[config.mk]
export PLATFORM = sky130hd
export DESIGN_NAME = dish_washer_plant_sensor_flat
export DESIGN_NICKNAME = d
export VERILOG_FILES = /design/src/rtl/dish_washer_plant_sensor_if.sv /design/src/rtl/dish_washer_plant_sensor.sv /design/src/flat_wrapper.sv
export SDC_FILE = /design/constraint.sdc
export NUM_CORES = 1
export LEC_CHECK = 0
export ABC_CLOCK_PERIOD_IN_PS = 4940
export CORE_MARGIN = 2
export CORE_UTILIZATION = 35
export DETAILED_ROUTE_END_ITERATION = 12
export PLACE_DENSITY_LB_ADDON = 0.1
export SLEW_MARGIN = 10
export SYNTH_ARGS = -nofsm -noshare
export SYNTH_HDL_FRONTEND = slang
export SYNTH_SLANG_ARGS = --single-unit
[constraint.sdc]
create_clock -name Clock -period 4.94 [get_ports Clock]
set_input_delay 0.741 -clock Clock [delete_from_list [all_inputs] [get_ports Clock]]
set_output_delay 0.741 -clock Clock [all_outputs]
set_load 0.005 [all_outputs]
[src/rtl/dish_washer_plant_sensor_if.sv]
// Controller <-> plant bundle for the dish-washer plant responder.
// The controller (master) drives valve/door/done commands; the plant
// (slave) answers with sensor levels, timer handshakes and the fault flag.
interface dish_washer_plant_sensor_if #(
  parameter int LEVEL_W = 8
) ();

  // controller commands
  logic               Fill_valve_on;
  logic               Fill_valve_second_on;
  logic               Drained_valve_on;
  logic               Door_Lock;
  logic               Done;

  // plant responses
  logic               Filled;
  logic               Drained;
  logic               Detergent_Added;
  logic               Washing_Timeout;
  logic               Store_Timeout;
  logic [LEVEL_W-1:0] Water_Level;
  logic               Fault;

  modport master (
    output Fill_valve_on,
    output Fill_valve_second_on,
    output Drained_valve_on,
    output Door_Lock,
    output Done,
    input  Filled,
    input  Drained,
    input  Detergent_Added,
    input  Washing_Timeout,
    input  Store_Timeout,
    input  Water_Level,
    input  Fault
  );

  modport slave (
    input  Fill_valve_on,
    input  Fill_valve_second_on,
    input  Drained_valve_on,
    input  Door_Lock,
    input  Done,
    output Filled,
    output Drained,
    output Detergent_Added,
    output Washing_Timeout,
    output Store_Timeout,
    output Water_Level,
    output Fault
  );

endinterface

[src/rtl/dish_washer_plant_sensor.sv]
// Plant-side responder for the dish-washer sequencing controller.
// Models tank level, detergent dispenser, wash timer and store/dry timer,
// and raises a sticky fault when the controller misuses the plant.
// Every handshake output is a decode of a register, so outputs never
// depend combinationally on the controller's commands.
module dish_washer_plant_sensor #(
  parameter int LEVEL_W      = 8,
  parameter int LEVEL_FULL   = 16,
  parameter int CNT_W        = 16,
  parameter int DET_CYCLES   = 4,
  parameter int WASH_CYCLES  = 32,
  parameter int STORE_CYCLES = 16
) (
  input logic                         Clock,
  input logic                         Reset,
  dish_washer_plant_sensor_if.slave   bus
);

  localparam logic [LEVEL_W-1:0] LEVEL_FULL_V = LEVEL_W'(LEVEL_FULL);
  localparam logic [LEVEL_W-1:0] LEVEL_ZERO   = {LEVEL_W{1'b0}};
  localparam logic [LEVEL_W-1:0] LEVEL_ONE    = LEVEL_W'(1);
  localparam logic [CNT_W-1:0]   CNT_ZERO     = {CNT_W{1'b0}};
  localparam logic [CNT_W-1:0]   CNT_ONE      = CNT_W'(1);
  localparam logic [CNT_W-1:0]   DET_V        = CNT_W'(DET_CYCLES);
  localparam logic [CNT_W-1:0]   WASH_V       = CNT_W'(WASH_CYCLES);
  localparam logic [CNT_W-1:0]   STORE_V      = CNT_W'(STORE_CYCLES);

  localparam logic [1:0] D_IDLE     = 2'd0;
  localparam logic [1:0] D_DISPENSE = 2'd1;
  localparam logic [1:0] D_DONE     = 2'd2;

  logic [LEVEL_W-1:0] level_r;
  logic [LEVEL_W-1:0] level_next_s;
  logic [1:0]         det_state_r;
  logic [1:0]         det_state_next_s;
  logic [CNT_W-1:0]   det_cnt_r;
  logic [CNT_W-1:0]   det_cnt_next_s;
  logic [CNT_W-1:0]   wash_cnt_r;
  logic [CNT_W-1:0]   store_cnt_r;
  logic               fault_r;

  logic clr_s;
  logic both_valves_s;
  logic filled_s;
  logic drained_s;
  logic wash_timeout_s;
  logic store_timeout_s;
  logic store_step_s;

  // Done or an unlocked door means no cycle is running: timers and FSM clear.
  assign clr_s         = bus.Done | ~bus.Door_Lock;
  assign both_valves_s = bus.Fill_valve_on & bus.Drained_valve_on;

  assign filled_s        = (level_r == LEVEL_FULL_V);
  assign drained_s       = (level_r == LEVEL_ZERO);
  assign wash_timeout_s  = (wash_cnt_r == WASH_V);
  assign store_timeout_s = (store_cnt_r == STORE_V);

  // Store timer only advances while the tank sits empty, drain still open,
  // after the wash has finished.
  assign store_step_s = drained_s & bus.Drained_valve_on & wash_timeout_s;

  // Saturating tank level: fill counts up to full, drain counts down to empty,
  // conflicting valves freeze the level.
  always_comb begin
    level_next_s = level_r;
    if (both_valves_s) begin
      level_next_s = level_r;
    end else if (bus.Fill_valve_on) begin
      if (level_r < LEVEL_FULL_V) begin
        level_next_s = level_r + LEVEL_ONE;
      end else begin
        level_next_s = level_r;
      end
    end else if (bus.Drained_valve_on) begin
      if (level_r != LEVEL_ZERO) begin
        level_next_s = level_r - LEVEL_ONE;
      end else begin
        level_next_s = level_r;
      end
    end else begin
      level_next_s = level_r;
    end
  end

  // Tank level register; deliberately untouched by the clear condition.
  always_ff @(posedge Clock or negedge Reset) begin
    if (!Reset) begin
      level_r <= LEVEL_ZERO;
    end else begin
      level_r <= level_next_s;
    end
  end

  // Detergent dispenser next-state: starts once the tank is full and the
  // fill valve has closed, dispenses for DET_CYCLES cycles, then latches done.
  always_comb begin
    det_state_next_s = det_state_r;
    det_cnt_next_s   = det_cnt_r;
    if (clr_s) begin
      det_state_next_s = D_IDLE;
      det_cnt_next_s   = CNT_ZERO;
    end else begin
      case (det_state_r)
        D_IDLE: begin
          if (bus.Door_Lock && filled_s && !bus.Fill_valve_on) begin
            det_state_next_s = D_DISPENSE;
            det_cnt_next_s   = DET_V;
          end else begin
            det_state_next_s = D_IDLE;
            det_cnt_next_s   = CNT_ZERO;
          end
        end
        D_DISPENSE: begin
          // Fill valve reopening here does not abort the dispense.
          if (det_cnt_r <= CNT_ONE) begin
            det_state_next_s = D_DONE;
            det_cnt_next_s   = CNT_ZERO;
          end else begin
            det_state_next_s = D_DISPENSE;
            det_cnt_next_s   = det_cnt_r - CNT_ONE;
          end
        end
        D_DONE: begin
          det_state_next_s = D_DONE;
          det_cnt_next_s   = CNT_ZERO;
        end
        default: begin
          det_state_next_s = D_IDLE;
          det_cnt_next_s   = CNT_ZERO;
        end
      endcase
    end
  end

  // Detergent FSM state and dispense down-counter.
  always_ff @(posedge Clock or negedge Reset) begin
    if (!Reset) begin
      det_state_r <= D_IDLE;
      det_cnt_r   <= CNT_ZERO;
    end else begin
      det_state_r <= det_state_next_s;
      det_cnt_r   <= det_cnt_next_s;
    end
  end

  // Wash timer: accumulates (possibly non-contiguous) wash-valve cycles,
  // saturating at WASH_CYCLES; clear wins over increment.
  always_ff @(posedge Clock or negedge Reset) begin
    if (!Reset) begin
      wash_cnt_r <= CNT_ZERO;
    end else if (clr_s) begin
      wash_cnt_r <= CNT_ZERO;
    end else if (bus.Fill_valve_second_on && !wash_timeout_s) begin
      wash_cnt_r <= wash_cnt_r + CNT_ONE;
    end else begin
      wash_cnt_r <= wash_cnt_r;
    end
  end

  // Store timer: counts qualifying drained cycles after the wash, saturating.
  always_ff @(posedge Clock or negedge Reset) begin
    if (!Reset) begin
      store_cnt_r <= CNT_ZERO;
    end else if (clr_s) begin
      store_cnt_r <= CNT_ZERO;
    end else if (store_step_s && !store_timeout_s) begin
      store_cnt_r <= store_cnt_r + CNT_ONE;
    end else begin
      store_cnt_r <= store_cnt_r;
    end
  end

  // Sticky misuse flag: conflicting valves, or door unlocked with water in
  // the tank. Only the hard reset clears it.
  always_ff @(posedge Clock or negedge Reset) begin
    if (!Reset) begin
      fault_r <= 1'b0;
    end else if (both_valves_s || (!bus.Door_Lock && (level_r != LEVEL_ZERO))) begin
      fault_r <= 1'b1;
    end else begin
      fault_r <= fault_r;
    end
  end

  assign bus.Water_Level     = level_r;
  assign bus.Filled          = filled_s;
  assign bus.Drained         = drained_s;
  assign bus.Detergent_Added = (det_state_r == D_DONE);
  assign bus.Washing_Timeout = wash_timeout_s;
  assign bus.Store_Timeout   = store_timeout_s;
  assign bus.Fault           = fault_r;

endmodule

[src/flat_wrapper.sv]
// flat-port wrapper written by rule: the top's interface ports become plain ports
module dish_washer_plant_sensor_flat 
#(
  parameter int LEVEL_W      = 8,
  parameter int LEVEL_FULL   = 16,
  parameter int CNT_W        = 16,
  parameter int DET_CYCLES   = 4,
  parameter int WASH_CYCLES  = 32,
  parameter int STORE_CYCLES = 16
)
  (Clock, Reset, bus_Fill_valve_on, bus_Fill_valve_second_on, bus_Drained_valve_on, bus_Door_Lock, bus_Done, bus_Filled, bus_Drained, bus_Detergent_Added, bus_Washing_Timeout, bus_Store_Timeout, bus_Water_Level, bus_Fault);
  dish_washer_plant_sensor_if #(.LEVEL_W(LEVEL_W)) bus_i ();
  input logic Clock;
  input logic Reset;
  input wire logic [$bits(bus_i.Fill_valve_on)-1:0] bus_Fill_valve_on;
  input wire logic [$bits(bus_i.Fill_valve_second_on)-1:0] bus_Fill_valve_second_on;
  input wire logic [$bits(bus_i.Drained_valve_on)-1:0] bus_Drained_valve_on;
  input wire logic [$bits(bus_i.Door_Lock)-1:0] bus_Door_Lock;
  input wire logic [$bits(bus_i.Done)-1:0] bus_Done;
  output wire logic [$bits(bus_i.Filled)-1:0] bus_Filled;
  output wire logic [$bits(bus_i.Drained)-1:0] bus_Drained;
  output wire logic [$bits(bus_i.Detergent_Added)-1:0] bus_Detergent_Added;
  output wire logic [$bits(bus_i.Washing_Timeout)-1:0] bus_Washing_Timeout;
  output wire logic [$bits(bus_i.Store_Timeout)-1:0] bus_Store_Timeout;
  output wire logic [$bits(bus_i.Water_Level)-1:0] bus_Water_Level;
  output wire logic [$bits(bus_i.Fault)-1:0] bus_Fault;
  assign bus_i.Fill_valve_on = bus_Fill_valve_on;
  assign bus_i.Fill_valve_second_on = bus_Fill_valve_second_on;
  assign bus_i.Drained_valve_on = bus_Drained_valve_on;
  assign bus_i.Door_Lock = bus_Door_Lock;
  assign bus_i.Done = bus_Done;
  assign bus_Filled = bus_i.Filled;
  assign bus_Drained = bus_i.Drained;
  assign bus_Detergent_Added = bus_i.Detergent_Added;
  assign bus_Washing_Timeout = bus_i.Washing_Timeout;
  assign bus_Store_Timeout = bus_i.Store_Timeout;
  assign bus_Water_Level = bus_i.Water_Level;
  assign bus_Fault = bus_i.Fault;
  dish_washer_plant_sensor #(.LEVEL_W(LEVEL_W), .LEVEL_FULL(LEVEL_FULL), .CNT_W(CNT_W), .DET_CYCLES(DET_CYCLES), .WASH_CYCLES(WASH_CYCLES), .STORE_CYCLES(STORE_CYCLES)) u_core (.Clock(Clock), .Reset(Reset), .bus(bus_i));
endmodule
==> run metrics <==
worst-path fanout max 5; initial core utilization 35.7%; clk_skew 8.87 ps; Slew HR 49.6%; Async S/R FF share, synth 100%; synth warn 0; top-count cell post-synth dfrtp_1; max-slew violation count 0; Pwr Density 342 nW/um2; Worst-Skew Late Latency 340 ps; DRC viols 0; Final setup viols 0; CP Capture Type primary output; main flop type after synthesis dfrtp_1; Yosys cell types 45; placed inst area 3570 um2; run status finished clean; routed wire length 6830 um; die width 101 um; fin crit period 2930 ps; Worst-path clk slew 70 ps; Die Area 10100 um2; Tot Pwr 1.28 mW; grt ovf 0; antenna violations before repair 0; Yosys top cell area share 45.2%; fmax 0.341 GHz; Setup TNS 0 ps; Final nets 385; Final Cell Area 3740 um2; Hold Buf Count CTS 0; Post-synth EDFFs 0; WP data required 4200 ps; total CTS buffers 9; Die Height 101 um; Final Hold Viols 0; Sink Count 59; layout cells sized above 1 7.59%; CTS max path bufs 2; Mean Syn Cell Area 9.60 um2; wire per inst 14.2 um; CTS H-tree lvls 3; DRT iter0 DRCs 39; number of synthesized register bits 59; drt first pass iters 4; Post-Syn Area 3270 um2; worst path cell trace nor4_2 > nand2_1 > nor4_1 > clkdlybuf4s50_1; syn nets 360; via count 2503; GPL Wtd Cong 0.838; FF-to-FF End u_core.store_cnt_r[11]; Setup Fix Bufs, Post-CTS 0; Tcrit/Tclk final 59.4%; largest net degree at the start of global routing 43; dominant cells by area after synthesis dfrtp_1 (45%), nor2_1 (5.3%), xnor2_1 (5.1%); vias per inst 5.21; flop-to-flop setup slack 2610 ps; R2R cell count 7; Rows 35; worst slew pin tran 754 ps; first-pass GRT wire length 12000 um; worst hold path class input port to async pin; Leakage 1.66 nW; Worst path depth 4; DP Wirelength 4650 um; Critical Path Source Type flip-flop; post-synth top area cell dfrtp_1; clk root buf clkbuf_8; number of buffers and inverters on the critical path 1; port bufs 20; critical path type flip-flop to primary output; hold slack 333 ps; area grow syn2layout 14.7%; leading cell types by count after synthesis dfrtp_1 (59), nor2_1 (46), nand2_1 (22); Core ar. 9150 um2; vias in the first global route 2497; sequential area share after synthesis 45.2%; final core utilization 40.9%; Gates resized, CTS repair 0; Antenna diodes 0; worst path arrival time 2190 ps; I/O Pins 21; Max-Cap Viols 0; Crit path largest cell delay 570 ps; CTS tree yes; CP delay by family, top simple AND/OR/NAND/NOR gates; CP max stage cell clkdlybuf4s50_1; All-Layer GR Usage 14.9%; RSZ-0062 raised after global routing false; Critical R2R Launch u_core.wash_cnt_r[0]; Post-Syn Instances 340; Max IR drop VDD 0.000261 V; Detail Route Antenna Nets 0
-- flip-flops by register name, summed over array words and instances, names as in the netlist --
register,count
u_core.det_cnt_r,16
u_core.store_cnt_r,16
u_core.wash_cnt_r,16
u_core.bus.Water_Level,8
u_core.det_state_r,2
u_core.bus.Fault,1
-- how the worst max path moves through the flow --
stage	start	endpoint
after CTS	u_core.bus.Water_Level[0]	bus_Filled
after global routing	u_core.bus.Water_Level[0]	bus_Filled
after detailed placement	bus_Fill_valve_on	u_core.bus.Water_Level[7]
after global placement	bus_Fill_valve_on	u_core.bus.Water_Level[7]
after floorplan	bus_Fill_valve_on	u_core.bus.Water_Level[7]
final	u_core.bus.Water_Level[0]	bus_Filled
-- cell type report --
cell class / instances / area [um2]
timing repair buffer: 22 / 210
multi-input combinational: 257 / 1680
sequential: 59 / 1480
fill: 925 / 5410
clock inverter: 2 / 10.0
tap: 111 / 139
inverter: 16 / 60.1
clock buffer: 13 / 169
-- power by group --
part           switching, mW  leakage, nW  internal [mW]  total [mW]
Sequential            0.0513        0.803          0.517       0.568
Clock                  0.187       0.0953          0.219       0.406
Combinational          0.145        0.762          0.161       0.305
Total                  0.384         1.66          0.896        1.28
-- metrics by stage --
| stage | setup slack, ps | std cells |
|---|---|---|
| 2_1_floorplan | 2750 | 340 |
| 5_1_grt | 1810 | 480 |
| 3_5_place_dp | 2000 | 465 |
| 4_1_cts | 1960 | 480 |
| 3_3_place_gp | 2070 | 465 |
| 6_report | 2010 | 480 |
-- per-layer routing --
metal	vias to the layer above	track usage, %	part of all wire (%)
li1	1256	-	-
met1	1206	19.6	50
met2	32	24.0	46
met3	9	3.95	2.5
met4	0	5.06	1.4
met5	-	0	0
-- worst register-to-register path: stages, from the launching register on --
cell     delay (ps)
dfrtp_1         410
inv_1            70
ha_1            150
nor3b_1         270
and4_1          400
nand4_2         330
or4_1           490
a21oi_1         150
-- placed cells by master, fill, tap and decap left out, types with 3 or more instances in the layout --
master	n
dfrtp_1	59
nor2_1	46
nand2_1	22
xnor2_1	19
clkdlybuf4s50_1	19
nand3_1	18
a21oi_1	17
inv_1	16
xor2_1	16
o21ai_0	14
ha_1	12
clkbuf_8	12
nor3_1	11
nand4_1	8
or4_1	7
nor4_1	7
or3_1	7
nand2b_1	6
and3_1	5
o211ai_1	4
o31ai_1	4
nor2b_1	3
nor3b_1	3
o41ai_1	3
-- cell families (layout without fill, tap and decap cells) --
logic type | Yosys count | in the layout | synth area share, %
flip-flops | 59 | 59 | 45.2
adder cells (fa/ha/maj) | 13 | 13 | 5.21
AND/OR/NAND/NOR | 158 | 158 | 26.9
AO/OA/AOI/OAI | 48 | 48 | 8.97
multiplexers | 3 | 3 | 0.958
buffers and inverters | 24 | 53 | 3.33
XOR/XNOR | 35 | 35 | 9.39
No activity file was read; power rests on OpenSTA's default activity.
